**src/rtl/keypad_scanner.sv**
```systemverilog
// 4x4 active-low keypad scanner with press/release debounce.
// Keeps the last two accepted hex keys for a two-digit display.
module keypad_scanner #(
    parameter int SCAN_DIV       = 4800,
    parameter int DEBOUNCE_TICKS = 100
) (
    input  logic       clk,
    input  logic       reset,
    input  logic [3:0] rows,
    output logic [3:0] cols,
    output logic [3:0] digit_new,
    output logic [3:0] digit_old,
    output logic       key_valid
);

    localparam int DivW = (SCAN_DIV > 1) ? $clog2(SCAN_DIV) : 1;
    localparam int DbW  = $clog2(DEBOUNCE_TICKS + 1);
    localparam logic [DivW-1:0] DivLast = DivW'(SCAN_DIV - 1);
    localparam logic [DbW-1:0]  DbMax   = DbW'(DEBOUNCE_TICKS);

    typedef enum logic [1:0] {
        SCAN,
        PRESS_DB,
        HELD,
        REL_DB
    } state_e;

    state_e         state_q, state_d;
    logic [3:0]     rows_m_q, rows_s_q;
    logic [DivW-1:0] div_q;
    logic [1:0]     col_q, col_d;
    logic [1:0]     row_q, row_d;
    logic [DbW-1:0] db_q, db_d;
    logic [3:0]     new_q, new_d;
    logic [3:0]     old_q, old_d;
    logic           valid_q, valid_d;

    logic           tick;
    logic           key_low;
    logic [1:0]     first_low;
    logic [DbW-1:0] db_inc;

    function automatic logic [3:0] key_code(input logic [1:0] r,
                                            input logic [1:0] c);
        logic [3:0] code;
        case ({r, c})
            4'h0:    code = 4'h1;
            4'h1:    code = 4'h2;
            4'h2:    code = 4'h3;
            4'h3:    code = 4'hA;
            4'h4:    code = 4'h4;
            4'h5:    code = 4'h5;
            4'h6:    code = 4'h6;
            4'h7:    code = 4'hB;
            4'h8:    code = 4'h7;
            4'h9:    code = 4'h8;
            4'hA:    code = 4'h9;
            4'hB:    code = 4'hC;
            4'hC:    code = 4'hE;
            4'hD:    code = 4'h0;
            4'hE:    code = 4'hF;
            default: code = 4'hD;
        endcase
        return code;
    endfunction

    always_ff @(posedge clk or negedge reset) begin
        if (!reset) begin
            rows_m_q <= 4'hF;
            rows_s_q <= 4'hF;
            div_q    <= '0;
        end else begin
            rows_m_q <= rows;
            rows_s_q <= rows_m_q;
            div_q    <= tick ? '0 : div_q + 1'b1;
        end
    end

    assign tick    = (div_q == DivLast);
    assign key_low = ~rows_s_q[row_q];
    assign db_inc  = (db_q == DbMax) ? db_q : db_q + 1'b1;

    // Lowest-index low row wins when several rows are low
    always_comb begin
        first_low = 2'd3;
        if (!rows_s_q[0])      first_low = 2'd0;
        else if (!rows_s_q[1]) first_low = 2'd1;
        else if (!rows_s_q[2]) first_low = 2'd2;
    end

    always_comb begin
        state_d = state_q;
        col_d   = col_q;
        row_d   = row_q;
        db_d    = db_q;
        new_d   = new_q;
        old_d   = old_q;
        valid_d = 1'b0;
        if (tick) begin
            case (state_q)
                SCAN: begin
                    if (rows_s_q == 4'hF) begin
                        col_d = col_q + 2'd1;
                    end else begin
                        row_d   = first_low;
                        db_d    = '0;
                        state_d = PRESS_DB;
                    end
                end
                PRESS_DB: begin
                    if (key_low) begin
                        db_d = db_inc;
                        if (db_inc == DbMax) begin
                            old_d   = new_q;
                            new_d   = key_code(row_q, col_q);
                            valid_d = 1'b1;
                            state_d = HELD;
                        end
                    end else begin
                        state_d = SCAN;
                    end
                end
                HELD: begin
                    if (!key_low) begin
                        db_d    = '0;
                        state_d = REL_DB;
                    end
                end
                default: begin
                    if (!key_low) begin
                        db_d = db_inc;
                        if (db_inc == DbMax) begin
                            col_d   = col_q + 2'd1;
                            state_d = SCAN;
                        end
                    end else begin
                        state_d = HELD;
                    end
                end
            endcase
        end
    end

    always_ff @(posedge clk or negedge reset) begin
        if (!reset) begin
            state_q <= SCAN;
            col_q   <= 2'd0;
            row_q   <= 2'd0;
            db_q    <= '0;
            new_q   <= 4'h0;
            old_q   <= 4'h0;
            valid_q <= 1'b0;
        end else begin
            state_q <= state_d;
            col_q   <= col_d;
            row_q   <= row_d;
            db_q    <= db_d;
            new_q   <= new_d;
            old_q   <= old_d;
            valid_q <= valid_d;
        end
    end

    assign cols      = ~(4'b0001 << col_q);
    assign digit_new = new_q;
    assign digit_old = old_q;
    assign key_valid = valid_q;

endmodule

```
**config.mk**
```make
export PLATFORM = sky130hd
export DESIGN_NAME = keypad_scanner
export DESIGN_NICKNAME = d
export VERILOG_FILES = /design/src/rtl/keypad_scanner.sv
export SDC_FILE = /design/constraint.sdc
export NUM_CORES = 1
export LEC_CHECK = 0
export BUFFER_PORTS_ARGS = -buffer_cell sky130_fd_sc_hd__buf_2
export CAP_MARGIN = 15
export CORE_UTILIZATION = 35
export CTS_BUF_LIST = sky130_fd_sc_hd__clkbuf_4 sky130_fd_sc_hd__clkbuf_8
export DETAILED_ROUTE_END_ITERATION = 10
export PLACE_DENSITY = 0.62
export SYNTH_ARGS = -nofsm -noshare
export SYNTH_HDL_FRONTEND = slang
export SYNTH_SLANG_ARGS = --single-unit
```
**constraint.sdc**
```tcl
create_clock -name clk -period 3.08 [get_ports clk]
set_input_delay 0.154 -clock clk [delete_from_list [all_inputs] [get_ports clk]]
set_output_delay 0.154 -clock clk [all_outputs]
set_load 0.02 [all_outputs]
```
==> results.cfg <==
[logic_synthesis]
synthCells = 221
synth_flop_cell = dfrtp_1
ys_ff_latch = 43
synth_compound_area_share_pct = 9.624
synth_xor_area_share_pct = 4.646
synthMuxAreaShare_pct = 7.743
yosys-top-cells-area = dfrtp_1 39%, dfstp_2 9.3%, ha_1 6.6%
synth_top_family_by_area = simple AND/OR/NAND/NOR gates
synth_nets = 239
synth_cell_types = 42
synthSimpleGateAreaFrac_pct = 19.47
synth.most_common_cell = dfrtp_1
synth_edf_count = 0
synthAdderAreaFrac_pct = 6.637
synthTopCellsByCount = 35 x dfrtp_1, 17 x nor2_1, 16 x nand2_1, 16 x o21ai_0
ys_async_sr_fraction_pct = 100.0
syn-cell-area_sq_um = 2262
syn_area_per_cell_sq_um = 10.24
synth_warnings = 0
ys_seq_area_share_pct = 48.01
synth.top_cell.area_share_pct = 38.72
yosysTopAreaCell = dfrtp_1

[drt]
drc = 0
num_vias = 1624
ant_nets = 0
post_drt_wl_per_cell_um = 12.95
initialDrtViolationCount = 66
drt_pass1_iterations = 4
routed_wl_mm = 4.144
routed_via_density = 5.075

[finish]
syn_to_final_growth_pct = 14.05
layout-drive-gt1-share_pct = 17.14
layoutNonFillerInstCount = 320
fin_area_sq_um = 2580
antenna_cells = 0
final_core_util_pct = 42.57
final_net_count = 262

[global_route]
grt_pass1_vias = 1623
grt_usage_pct = 14.55
grt_pass1_wl_mm = 7.355
antenna_found_initial = 0
overflow = 0
grt_max_degree = 44

[cts]
clk_path_buf_depth = 2
hold_buffers = 4
cts.clk_slew.worst_paths_ps = 90
insertion_delay_ps = 300
root_buffer = clkbuf_8
tritoncts = built
postCtsSetupBuffers = 0
htreeDepth = 2
numCtsBuffers = 5
cts_resized = 0
cts_sinks = 43

[timing]
tns_ps = 0
fin_crit_ps = 2814
grt_setup_unrepaired = false
finalCritPeriodShare_pct = 91.38
setup_viol = 0
slew_violations = 0
hold_viol = 0
max_slew_margin_pct = 36.00
tightest_slew_ps = 960.0
fmax_ghz = 0.3553
final.setup_skew_ps = 11.77

[worst_setup_path]
slowest_delay_ps = 540
crit_chain = ha_1 > or4_1 > a311oi_2 > nand2_1 > and4bb_1 > mux2_1
crit_required_ps = 3260
end_kind = register
critPathMaxFanout = 9
startpoint_type = register
cpMaxStageDelayCell = or4_1
arrival_ps = 3000
criticalPathCategory = reg -> reg

[place]
dp_hpwl_mm = 2.820
routabilityCongestion = 0.8316
port_buffers = 18
place_area_sq_um = 2426
place_inst = 308

[power]
ir_worst_vdd_mv = 0.2474
finalPower_uw = 1055
power_density_nw_per_um2 = 409.0
power.leakage_uw = 0.001161

[run_status]
status = complete, no violations

[hold_path]
hp-class = in -> async

[floorplanning]
fp.dieH_um = 82.40
die_x_um = 82.40
core_area_sq_um = 6061
start_util_pct = 37.32
rows = 28
top_level_ports = 19
dieArea_sq_um = 6789

[job]
max_cap_viol_count = 0
==> cell families after synthesis <==
family,after synthesis
muxes,14
AOI/OAI and AO/OA,37
xor gates and xnor gates,12
buffers and inverters,22
adders and majority gates,12
and+or+nand+nor,81
DFF,43
==> metrics by stage <==
step	hold WS (ps)	setup slack [ps]
detailed placement	260.1	262.8
CTS	43.94	259.9
global placement	261.1	319.1
floorplan	-141.6	488.8
global route	86.68	115.1
finish	12.77	265.6
==> state kept, by name, summed over array words and instances (netlist names), named ones only <==
register   flops
digit_old      4
state_q        1
row_q          2
rows_s_q       4
key_valid      1
div_q         13
col_q          2
digit_new      4
rows_m_q       4
db_q           7
==> final timing paths <==
path / depth (start not counted) / end / slack, ps / start
max in group asynchronous: 1 / div_q[0] / 2480 / reset
setup reg to reg: 6 / digit_old[1] / 270 / db_q[0]
hold / removal: 1 / div_q[9] / 10 / reset
min in group clk: 0 / rows_s_q[2] / 360 / rows_m_q[2]
setup / recovery: 6 / digit_old[1] / 270 / db_q[0]
hold reg to reg: 0 / rows_s_q[2] / 360 / rows_m_q[2]
==> worst max-delay path: cells and delay by family (launching register included) <==
family	cells	cell delay, ps
AO/OA/AOI/OAI	1	300
multiplexers	1	370
adder cells (fa/ha/maj)	1	330
flip-flops	1	460
AND/OR/NAND/NOR	3	1240
==> area by class of cell <==
class | instances | area, sq um
Timing Repair Buffer | 24 | 145.1
Tap cell | 75 | 93.84
Multi-Input combinational cell | 156 | 1089
Fill cell | 571 | 3481
Sequential cell | 43 | 1086
Clock buffer | 7 | 83.83
Clock inverter | 1 | 30.03
Inverter | 14 | 52.55
==> metal layers <==
layer / vias up / global-route usage (%) / part of all wire (%)
met5: - / 0 / 0
met4: 0 / 6.316 / 2.0
met3: 6 / 3.407 / 3.9
met2: 29 / 23.39 / 45
met1: 774 / 18.61 / 49
li1: 815 / - / -
==> where the power goes <==
part / total (uW) / internal, uW / leakage [uW] / switching, uW
sequential: 577 / 574 / 0.000559 / 3.07
clock: 456 / 260 / 0.0000593 / 195
combinational: 22.6 / 7.94 / 0.000543 / 14.6
total: 1060 / 842 / 0.00116 / 213
==> layout by cell type (no fill, tap or decap), drive strengths merged, types with 2 or more instances in the layout <==
| cell | n |
|---|---|
| buf | 20 |
| mux2i | 4 |
| and4 | 2 |
| nor2b | 4 |
| mux2 | 8 |
| o211ai | 2 |
| nand2 | 16 |
| xor2 | 6 |
| and3 | 3 |
| dfstp | 8 |
| nand4 | 6 |
| ha | 12 |
| mux4 | 2 |
| a21oi | 10 |
| nor2 | 17 |
| xnor2 | 6 |
| or2 | 2 |
| inv | 14 |
| clkbuf | 7 |
| a31oi | 4 |
| o21ai | 16 |
| nand3 | 14 |
| nand2b | 2 |
| dfrtp | 35 |
| or4 | 3 |
| nor3b | 3 |
| dlygate4sd3 | 4 |
No activity file was read; power rests on OpenSTA's default activity.
